===== config.mk =====
export PLATFORM = sky130hd
export DESIGN_NAME = ir_fetch_sequencer
export DESIGN_NICKNAME = d
export VERILOG_FILES = /design/src/rtl/ir_fetch_sequencer.sv
export SDC_FILE = /design/constraint.sdc
export NUM_CORES = 1
export LEC_CHECK = 0
export ABC_CLOCK_PERIOD_IN_PS = 2100
export BUFFER_PORTS_ARGS = -buffer_cell sky130_fd_sc_hd__buf_4
export CORE_ASPECT_RATIO = 1.5
export CORE_MARGIN = 5
export CORE_UTILIZATION = 54
export DETAILED_ROUTE_END_ITERATION = 16
export PLACE_DENSITY = 0.81
export SLEW_MARGIN = 0
export SYNTH_ARGS = -nofsm -noshare
export SYNTH_HDL_FRONTEND = slang
export SYNTH_SLANG_ARGS = --single-unit
export TNS_END_PERCENT = 5

===== constraint.sdc =====
create_clock -name clk -period 2.1 [get_ports clk]
set_input_delay 0 -clock clk [delete_from_list [all_inputs] [get_ports clk]]
set_output_delay 0 -clock clk [all_outputs]
set_load 0.02 [all_outputs]

===== src/rtl/ir_fetch_sequencer.sv =====
// Instruction fetch sequencer: reads 4-byte bundles from the instruction cache and hands them to decode.
// Optional IR_ILLEGAL_OP_CHECK_EN: halts with illegal_op instead of issuing opcodes outside the ISA.
module ir_fetch_sequencer #(
  parameter int unsigned           DATA_WIDTH = 8,
  parameter int unsigned           ADDR_WIDTH = 8,
  parameter logic [ADDR_WIDTH-1:0] RESET_PC   = '0
) (
  input  logic                  clk,
  input  logic                  rst_n,
  input  logic                  cache_init_load_finished,
  output logic                  mem_req,
  output logic [ADDR_WIDTH-1:0] mem_addr,
  input  logic                  mem_ack,
  input  logic [DATA_WIDTH-1:0] mem_rdata,
  output logic                  ir_valid,
  input  logic                  ir_ready,
  output logic [DATA_WIDTH-1:0] ir_op,
  output logic [DATA_WIDTH-1:0] ir_p0,
  output logic [DATA_WIDTH-1:0] ir_p1,
  output logic [DATA_WIDTH-1:0] ir_p2,
  input  logic                  redirect,
  input  logic [ADDR_WIDTH-1:0] redirect_addr,
  input  logic                  restart,
  output logic [ADDR_WIDTH-1:0] pc,
  output logic                  halted
`ifdef IR_ILLEGAL_OP_CHECK_EN
  ,
  output logic                  illegal_op
`endif
);

  localparam logic [DATA_WIDTH-1:0] OP_JUMP = DATA_WIDTH'(8'h02);
  localparam logic [DATA_WIDTH-1:0] OP_STOP = DATA_WIDTH'(8'h0E);

  typedef enum logic [2:0] {
    S_WAIT_INIT,
    S_FETCH_OP,
    S_FETCH_P0,
    S_FETCH_P1,
    S_FETCH_P2,
    S_ISSUE,
    S_HALT
  } state_t;

  state_t                state_q, state_d;
  logic [ADDR_WIDTH-1:0] fptr_q, fptr_d;
  logic [ADDR_WIDTH-1:0] pc_q, pc_d;
  logic [DATA_WIDTH-1:0] op_q, op_d, p0_q, p0_d, p1_q, p1_d, p2_q, p2_d;
  logic                  pend_q, pend_d;
  logic [ADDR_WIDTH-1:0] pend_addr_q, pend_addr_d;
  logic                  mem_req_q, ir_valid_q, halted_q;
  logic                  accept_redir, redir_live, fetching;
  logic [ADDR_WIDTH-1:0] redir_tgt, next_pc;

`ifdef IR_ILLEGAL_OP_CHECK_EN
  logic illegal_q, illegal_d;

  function automatic logic op_is_legal(input logic [DATA_WIDTH-1:0] op);
    return op inside {DATA_WIDTH'(8'h00), DATA_WIDTH'(8'h02), DATA_WIDTH'(8'h0E), DATA_WIDTH'(8'h0F),
                      DATA_WIDTH'(8'h10), DATA_WIDTH'(8'h11), DATA_WIDTH'(8'h12), DATA_WIDTH'(8'h20),
                      DATA_WIDTH'(8'h21), DATA_WIDTH'(8'h22), DATA_WIDTH'(8'h23), DATA_WIDTH'(8'h28),
                      DATA_WIDTH'(8'h29), DATA_WIDTH'(8'h2A), DATA_WIDTH'(8'h80), DATA_WIDTH'(8'h81)};
  endfunction
`endif

  // Next-state, fetch pointer, byte capture and redirect bookkeeping
  always_comb begin
    state_d     = state_q;
    fptr_d      = fptr_q;
    pc_d        = pc_q;
    op_d        = op_q;
    p0_d        = p0_q;
    p1_d        = p1_q;
    p2_d        = p2_q;
    pend_d      = pend_q;
    pend_addr_d = pend_addr_q;
    next_pc     = fptr_q;
`ifdef IR_ILLEGAL_OP_CHECK_EN
    illegal_d   = illegal_q;
`endif

    accept_redir = (state_q != S_WAIT_INIT) && (state_q != S_HALT) && redirect;
    redir_live   = pend_q || accept_redir;
    redir_tgt    = redirect ? redirect_addr : pend_addr_q;
    fetching     = state_q inside {S_FETCH_OP, S_FETCH_P0, S_FETCH_P1, S_FETCH_P2};

    if (accept_redir) begin
      pend_d      = 1'b1;
      pend_addr_d = redirect_addr;
    end

    case (state_q)
      S_WAIT_INIT: if (cache_init_load_finished) state_d = S_FETCH_OP;
      S_FETCH_OP:  if (mem_ack) begin op_d = mem_rdata; state_d = S_FETCH_P0; end
      S_FETCH_P0:  if (mem_ack) begin p0_d = mem_rdata; state_d = S_FETCH_P1; end
      S_FETCH_P1:  if (mem_ack) begin p1_d = mem_rdata; state_d = S_FETCH_P2; end
      S_FETCH_P2: begin
        if (mem_ack) begin
          p2_d    = mem_rdata;
          state_d = S_ISSUE;
`ifdef IR_ILLEGAL_OP_CHECK_EN
          if (!redir_live && !op_is_legal(op_q)) begin
            state_d   = S_HALT;
            illegal_d = 1'b1;
            pend_d    = 1'b0;
          end
`endif
        end
      end
      S_ISSUE: begin
        if (ir_ready) begin
          pend_d = 1'b0;
          if (op_q == OP_STOP) begin
            state_d = S_HALT;
          end else begin
            if (redir_live)           next_pc = redir_tgt;
            else if (op_q == OP_JUMP) next_pc = ADDR_WIDTH'(p0_q);
            else                      next_pc = fptr_q;
            state_d = S_FETCH_OP;
            pc_d    = next_pc;
            fptr_d  = next_pc;
          end
        end else if (redir_live) begin
          state_d = S_FETCH_OP;
          pc_d    = redir_tgt;
          fptr_d  = redir_tgt;
          pend_d  = 1'b0;
        end
      end
      S_HALT: begin
        if (restart) begin
          state_d = S_FETCH_OP;
          pc_d    = RESET_PC;
          fptr_d  = RESET_PC;
          pend_d  = 1'b0;
`ifdef IR_ILLEGAL_OP_CHECK_EN
          illegal_d = 1'b0;
`endif
        end
      end
      default: state_d = S_WAIT_INIT;
    endcase

    // A completed byte request either advances the bundle or, when squashed, restarts at the target
    if (fetching && mem_ack) begin
      fptr_d = fptr_q + ADDR_WIDTH'(1);
      if (redir_live) begin
        state_d = S_FETCH_OP;
        pc_d    = redir_tgt;
        fptr_d  = redir_tgt;
        pend_d  = 1'b0;
      end
    end
  end

  always_ff @(posedge clk) begin
    if (!rst_n) begin
      state_q     <= S_WAIT_INIT;
      fptr_q      <= RESET_PC;
      pc_q        <= RESET_PC;
      op_q        <= '0;
      p0_q        <= '0;
      p1_q        <= '0;
      p2_q        <= '0;
      pend_q      <= 1'b0;
      pend_addr_q <= '0;
      mem_req_q   <= 1'b0;
      ir_valid_q  <= 1'b0;
      halted_q    <= 1'b0;
`ifdef IR_ILLEGAL_OP_CHECK_EN
      illegal_q   <= 1'b0;
`endif
    end else begin
      state_q     <= state_d;
      fptr_q      <= fptr_d;
      pc_q        <= pc_d;
      op_q        <= op_d;
      p0_q        <= p0_d;
      p1_q        <= p1_d;
      p2_q        <= p2_d;
      pend_q      <= pend_d;
      pend_addr_q <= pend_addr_d;
      mem_req_q   <= state_d inside {S_FETCH_OP, S_FETCH_P0, S_FETCH_P1, S_FETCH_P2};
      ir_valid_q  <= (state_d == S_ISSUE);
      halted_q    <= (state_d == S_HALT);
`ifdef IR_ILLEGAL_OP_CHECK_EN
      illegal_q   <= illegal_d;
`endif
    end
  end

  assign mem_req  = mem_req_q;
  assign mem_addr = fptr_q;
  assign ir_valid = ir_valid_q;
  assign ir_op    = op_q;
  assign ir_p0    = p0_q;
  assign ir_p1    = p1_q;
  assign ir_p2    = p2_q;
  assign pc       = pc_q;
  assign halted   = halted_q;
`ifdef IR_ILLEGAL_OP_CHECK_EN
  assign illegal_op = illegal_q;
`endif

endmodule


==> run metrics, run 1 <==
synth unique cells=56; full die area=around 7900 µm²; area leader, netlist=dfxtp_1; # Max-Cap Violations=0; Main synth FF type=dfxtp_1; Fmax achieved=524 MHz; PortBufs=73; main area contributors after synthesis=dfxtp_1, nand2_1, a21oi_1, mux2i_1, nor2_1; final hold vios=0; Flop pwr share=43.3%; Synth Register Bits=63; post-layout minimum cycle time=approximately 1.9 ns; period utilization=90.8%; Gate power share=24.8%; Peak supply drop=652 µV; Yosys Warn Count=0; setup violators final=0; drt drc=0; Synthesized Nets=465; final slew viol count=0; Total Neg Setup Slack=0 ns; share of cells above drive strength 1=23.0%; worst hold margin=0.0967 ns; first-pass GRT wire length=16700 µm; largest net degree at the start of global routing=36; Worst setup SP type=flip-flop; Avg Vias per Cell=6.04; Clock transition at path regs=0.08 ns; Relative slew margins=66.6%; Core Area=6130 µm²; final net count=558; Switching Fraction=34.6%; DP HPWL=7590 µm; Skew-Pair Late Insertion Delay=0.35 ns; Net Switching=1070 µW; crit path capture type=flip-flop; leakage=0.00185 µW; gp weighted congestion=0.921; Clk network pwr share=a little under a third; PD cells=704 nW/µm²; DR iter-0 viols=412; Synth top area share=37.5%; leading cell type by number of instances after synthesis=nand2_1; Required @ worst endpoint=2.38 ns; Int Pwr=slightly above 2000 µW; drt wl/cell=17.1 µm; vias in the first global route=~3500; Setup CP Type=flip-flop to flip-flop; P&R area growth vs syn=30.3%; Post-Layout Inst Area=~4400 µm²; Vias=3700; # H-tree levels=3; Final Skew=between 0.007 and 0.008 ns; synth cell count leaders=nand2_1, a21oi_1, dfxtp_1, nor2_1, mux2i_1; met3 WL=about 700 µm; worst-path maximum fanout=6; DR pass1 iterations=5; buffer depth of the longest clock path=2; met2 WL=5470 µm; Vert. Die Dim=107 µm; chip width=between 70 and 80 µm; Detail Route Antenna Nets=0; GRT Overall Usage=26.9%; initial antenna violation count=0; Top Metal Used=met4; Worst EP arrival=between 2 and 2.5 ns; number of synthesized flops with an enable pin=0; Core Rows=35; CTS tree=yes; Mean Syn Cell Area=~7.6 µm²; outcome=completed; CTS Root Cell=clkbuf_8; placed inst area=4030 µm²; n_diodes=0; Cells after Synth=441; Worst Max-Slew Pin Slew=roughly 0.50 ns; post-CTS setup buffers=0; Hold WC Path Type=primary input to flip-flop; Synth Cell Area=between 3000 and 4000 µm²; Final Core Density=71.6%; boundary pin count=74; ys async rst share=0%; total gr overflow=0; CTS sink cnt=63; DRT met1 WL=4060 µm; drt total wl=10500 µm; CTS Buf Count=9; Starting Density=54.9%; sequential fraction of the synthesis area=37.5%; RSZ-0062 raised after global routing=false
==> placed cells by master (no fill, tap or decap), types with 3 or more instances in the layout <==
cell type      Yosys  routed
a31oi_1            9       9
inv_6              0       3
inv_1              8       8
or3_1              4       4
a211oi_1           7       7
a21oi_1           63      63
o22ai_1            5       5
and3_1             4       4
dlygate4sd3_1      0      17
clkbuf_8           0       9
nor2b_1            3       3
o21ai_1           16      16
mux2i_1           20      20
o221ai_1           5       5
o21ai_0           16      16
mux2_2             4       4
xnor2_1            4       4
nand2b_1           3       3
nor2_1            29      29
nor3_1            14      13
nand3_1            5       5
dfxtp_1           63      61
buf_4              0      90
nand2_1           90      90
a22oi_1            4       4
==> flip-flops by register name, indices dropped and copies added (netlist names) <==
signal / cells
mem_addr: 8
pend_addr_q: 8
mem_req: 1
ir_valid: 1
pc: 8
ir_p1: 8
pend_q: 1
halted: 1
ir_op: 8
ir_p2: 8
state_q: 3
ir_p0: 8
==> per-stage QoR <==
stage / setup WS (ns) / power (µW) / instances
2_1_floorplan: 0.141 / 1820 / 441
3_3_place_gp: 0.173 / 2070 / 580
3_5_place_dp: 0.147 / 2090 / 580
4_1_cts: 0.133 / 3080 / 613
5_1_grt: 0.0361 / 3220 / 613
6_report: 0.193 / 3090 / 613
==> per-layer routing <==
metal / GRT usage, % / up-vias
li1: - / 1763
met5: 0 / -
met2: 47.2 / 168
met4: 9.29 / 0
met1: 30.6 / 1746
met3: 6.75 / 23
==> repair_timing <==
action,in CTS,in global routing
resized for setup,0,3
hold buffers,17,0
setup endpoints to repair,0,12
hold endpoints to repair,50,0
==> worst max-delay path, cell delays in order, from the launching register on <==
cell      delay (ns)
dfxtp_1         0.35
nor4_4          0.42
and2_0          0.43
nor2_1          0.11
nor2_2          0.19
o221ai_1        0.17
o22ai_1         0.17
==> worst paths after layout <==
check | start | to | slack [ns] | cells past startpoint
setup reg to reg | ir_op[4] | pc[5] | 0.19 | 6
hold reg to reg | ir_p2[5] | ir_p2[5] | 0.46 | 2
setup / recovery | ir_op[4] | pc[5] | 0.19 | 6
hold / removal | ir_ready | pc[5] | 0.1 | 3
==> power by group through the flow <==
stage               registers [µW]  logic, µW  clock network (µW)
floorplan                     1380        446                   0
global placement              1360        713                   0
detailed placement            1360        726                   0
CTS                           1330        754                 990
global route                  1350        833                1040
finish                        1340        768                 984
==> cell type report <==
class	instances	area, µm²
Clock inverter	7	56.3
Sequential cell	63	1260
Clock buffer	9	124
Fill cell	531	1740
Inverter	9	33.8
Timing Repair Buffer	107	846
Multi-Input combinational cell	344	1970
Tap cell	74	92.6
==> kinds of logic after synthesis <==
logic type | Yosys count | share of synthesized area, %
AND/OR/NAND/NOR | 169 | 23.4
XOR/XNOR | 6 | 1.56
flip-flops | 63 | 37.5
multiplexers | 25 | 7.73
buffers and inverters | 34 | 4.12
AO/OA/AOI/OAI | 143 | 25.3
adder cells (fa/ha/maj) | 1 | 0.372
Power figures use the tool's default switching activity.
==> inputs of run 2 (changes only) <==
--- a/config.mk
+++ b/config.mk
@@ -5,12 +5,13 @@
 export SDC_FILE = /design/constraint.sdc
 export NUM_CORES = 1
 export LEC_CHECK = 0
-export ABC_CLOCK_PERIOD_IN_PS = 2100
-export BUFFER_PORTS_ARGS = -buffer_cell sky130_fd_sc_hd__buf_4
+export ABC_CLOCK_PERIOD_IN_PS = 1950
+export BUFFER_PORTS_ARGS = -buffer_cell sky130_fd_sc_hd__buf_2
 export CORE_ASPECT_RATIO = 1.5
 export CORE_MARGIN = 5
 export CORE_UTILIZATION = 54
 export DETAILED_ROUTE_END_ITERATION = 16
+export HOLD_SLACK_MARGIN = 0.05
 export PLACE_DENSITY = 0.81
 export SLEW_MARGIN = 0
 export SYNTH_ARGS = -nofsm -noshare
==> constraint.sdc (replaced) <==
create_clock -name clk -period 1.95 [get_ports clk]
set_input_delay 0 -clock clk [delete_from_list [all_inputs] [get_ports clk]]
set_output_delay 0 -clock clk [all_outputs]
set_load 0.02 [all_outputs]
==> run metrics, run 2 (synthesis results as in run 1) <==
CTS Buf Count=9; final hold vios=0; crit path capture type=flip-flop; leading cell type in the layout, fill and taps excluded=nand2_1; Fmax achieved=~540 MHz; commonest non-fill, non-tap cells in the layout=nand2_1, buf_2, a21oi_1; buffer depth of the longest clock path=2; chip width=around 74 µm; setup violators final=0; n_diodes=0; final net count=570; CTS Root Cell=clkbuf_8; gp weighted congestion=0.910; CTS sink cnt=63; Required @ worst endpoint=2.23 ns; Vias=3815; Core Area=just over 6000 µm²; PortBufs=73; Relative slew margins=67.2%; share of cells above drive strength 1=about a quarter; DR pass1 iterations=5; PD cells=791 nW/µm²; RSZ-0062 raised after global routing=false; drt total wl=10800 µm; initial antenna violation count=0; fill count=497; outcome=completed; DP HPWL=7710 µm; P&R area growth vs syn=28.0%; first-pass GRT wire length=17400 µm; Clock transition at path regs=approximately 0.080 ns; full die area=7950 µm²; Vert. Die Dim=107 µm; worst setup margin=0.109 ns; dpl ws=0.0739 ns; post-layout minimum cycle time=~1.8 ns; Starting Density=a little over half; # Max-Cap Violations=0; vias in the first global route=~3700; # H-tree levels=3; Avg Vias per Cell=6.10; leakage=0.00190 µW; Final Skew=0.00725 ns; final slew viol count=0; boundary pin count=74; Skew-Pair Late Insertion Delay=0.34 ns; Setup CP Type=flip-flop to flip-flop; total gr overflow=0; Peak supply drop=660 µV; period utilization=94.4%; drt drc=0; Total Neg Setup Slack=0 ns; Detail Route Antenna Nets=0; Worst setup SP type=flip-flop; largest net degree at the start of global routing=47; Worst EP arrival=2.12 ns; Core Rows=35; Hold WC Path Type=primary input to flip-flop; CTS tree=yes; drt wl/cell=17.2 µm; DR iter-0 viols=323; worst-path maximum fanout=4; GRT Overall Usage=27.9%; Worst Max-Slew Pin Slew=0.478 ns
==> run 2: metal layers <==
layer / global-route usage, % / share of wire [%]
met4: 14.9 / 3.6
met2: 47.7 / 51
met3: 6.47 / 8.2
met5: 0 / 0
met1: 30.8 / 38
==> run 2: power breakdown <==
part | switching [µW] | internal (µW) | total [µW] | leakage, µW
combinational | 494 | 333 | 827 | 0.00129
sequential | 85.7 | 1350 | 1440 | 0.000512
clock | 545 | 599 | 1140 | 0.000101
==> run 2: path summary, 6_finish.rpt <==
kind,startpoint,to,slack (ns),depth (start not counted)
min,ir_ready,pc[7],0.16,3
max,ir_op[4],ir_valid,0.11,7
min reg2reg,ir_p2[5],ir_p2[5],0.45,2
max reg2reg,ir_op[4],ir_valid,0.11,7
==> run 2: area by class of cell <==
cell class	count	area, µm²	share of cell area (%)
timing repair buffer	119	753	17.5
multi-input combinational	344	1970	45.6
clock buffer	10	128	2.96
tap	74	92.6	2.15
inverter	9	33.8	0.784
clock inverter	6	70.1	1.63
sequential	63	1260	29.4
==> run 2: worst max-delay path, cell delays in order, from the launching register on <==
cell	delay (ns)
dfxtp_1	0.35
nor4_4	0.27
buf_4	0.18
nand3_2	0.11
a21oi_2	0.22
a311oi_2	0.07
or3_1	0.44
nor2_1	0.13
==> run 2: through the flow <==
step / instance area, µm² / hold slack [ns] / cells / total power (µW) / utilization (%)
4_1_cts: 4290 / 0.131 / 623 / 3390 / 70.0
2_1_floorplan: 3370 / 0.136 / 441 / 1960 / -
5_1_grt: 4310 / 0.155 / 625 / 3570 / 70.3
3_5_place_dp: 3920 / 0.257 / 590 / 2230 / 64.0
3_3_place_gp: 3920 / 0.244 / 590 / 2210 / 64.0
6_report: 4310 / 0.158 / 625 / 3410 / 70.3
==> run 2: timing repair <==
action                                 CTS  global route
resized for setup                        0             3
setup endpoints to repair                0            18
hold buffers                            17             0
endpoints found under the hold margin   52             0
setup buffers                            0             2
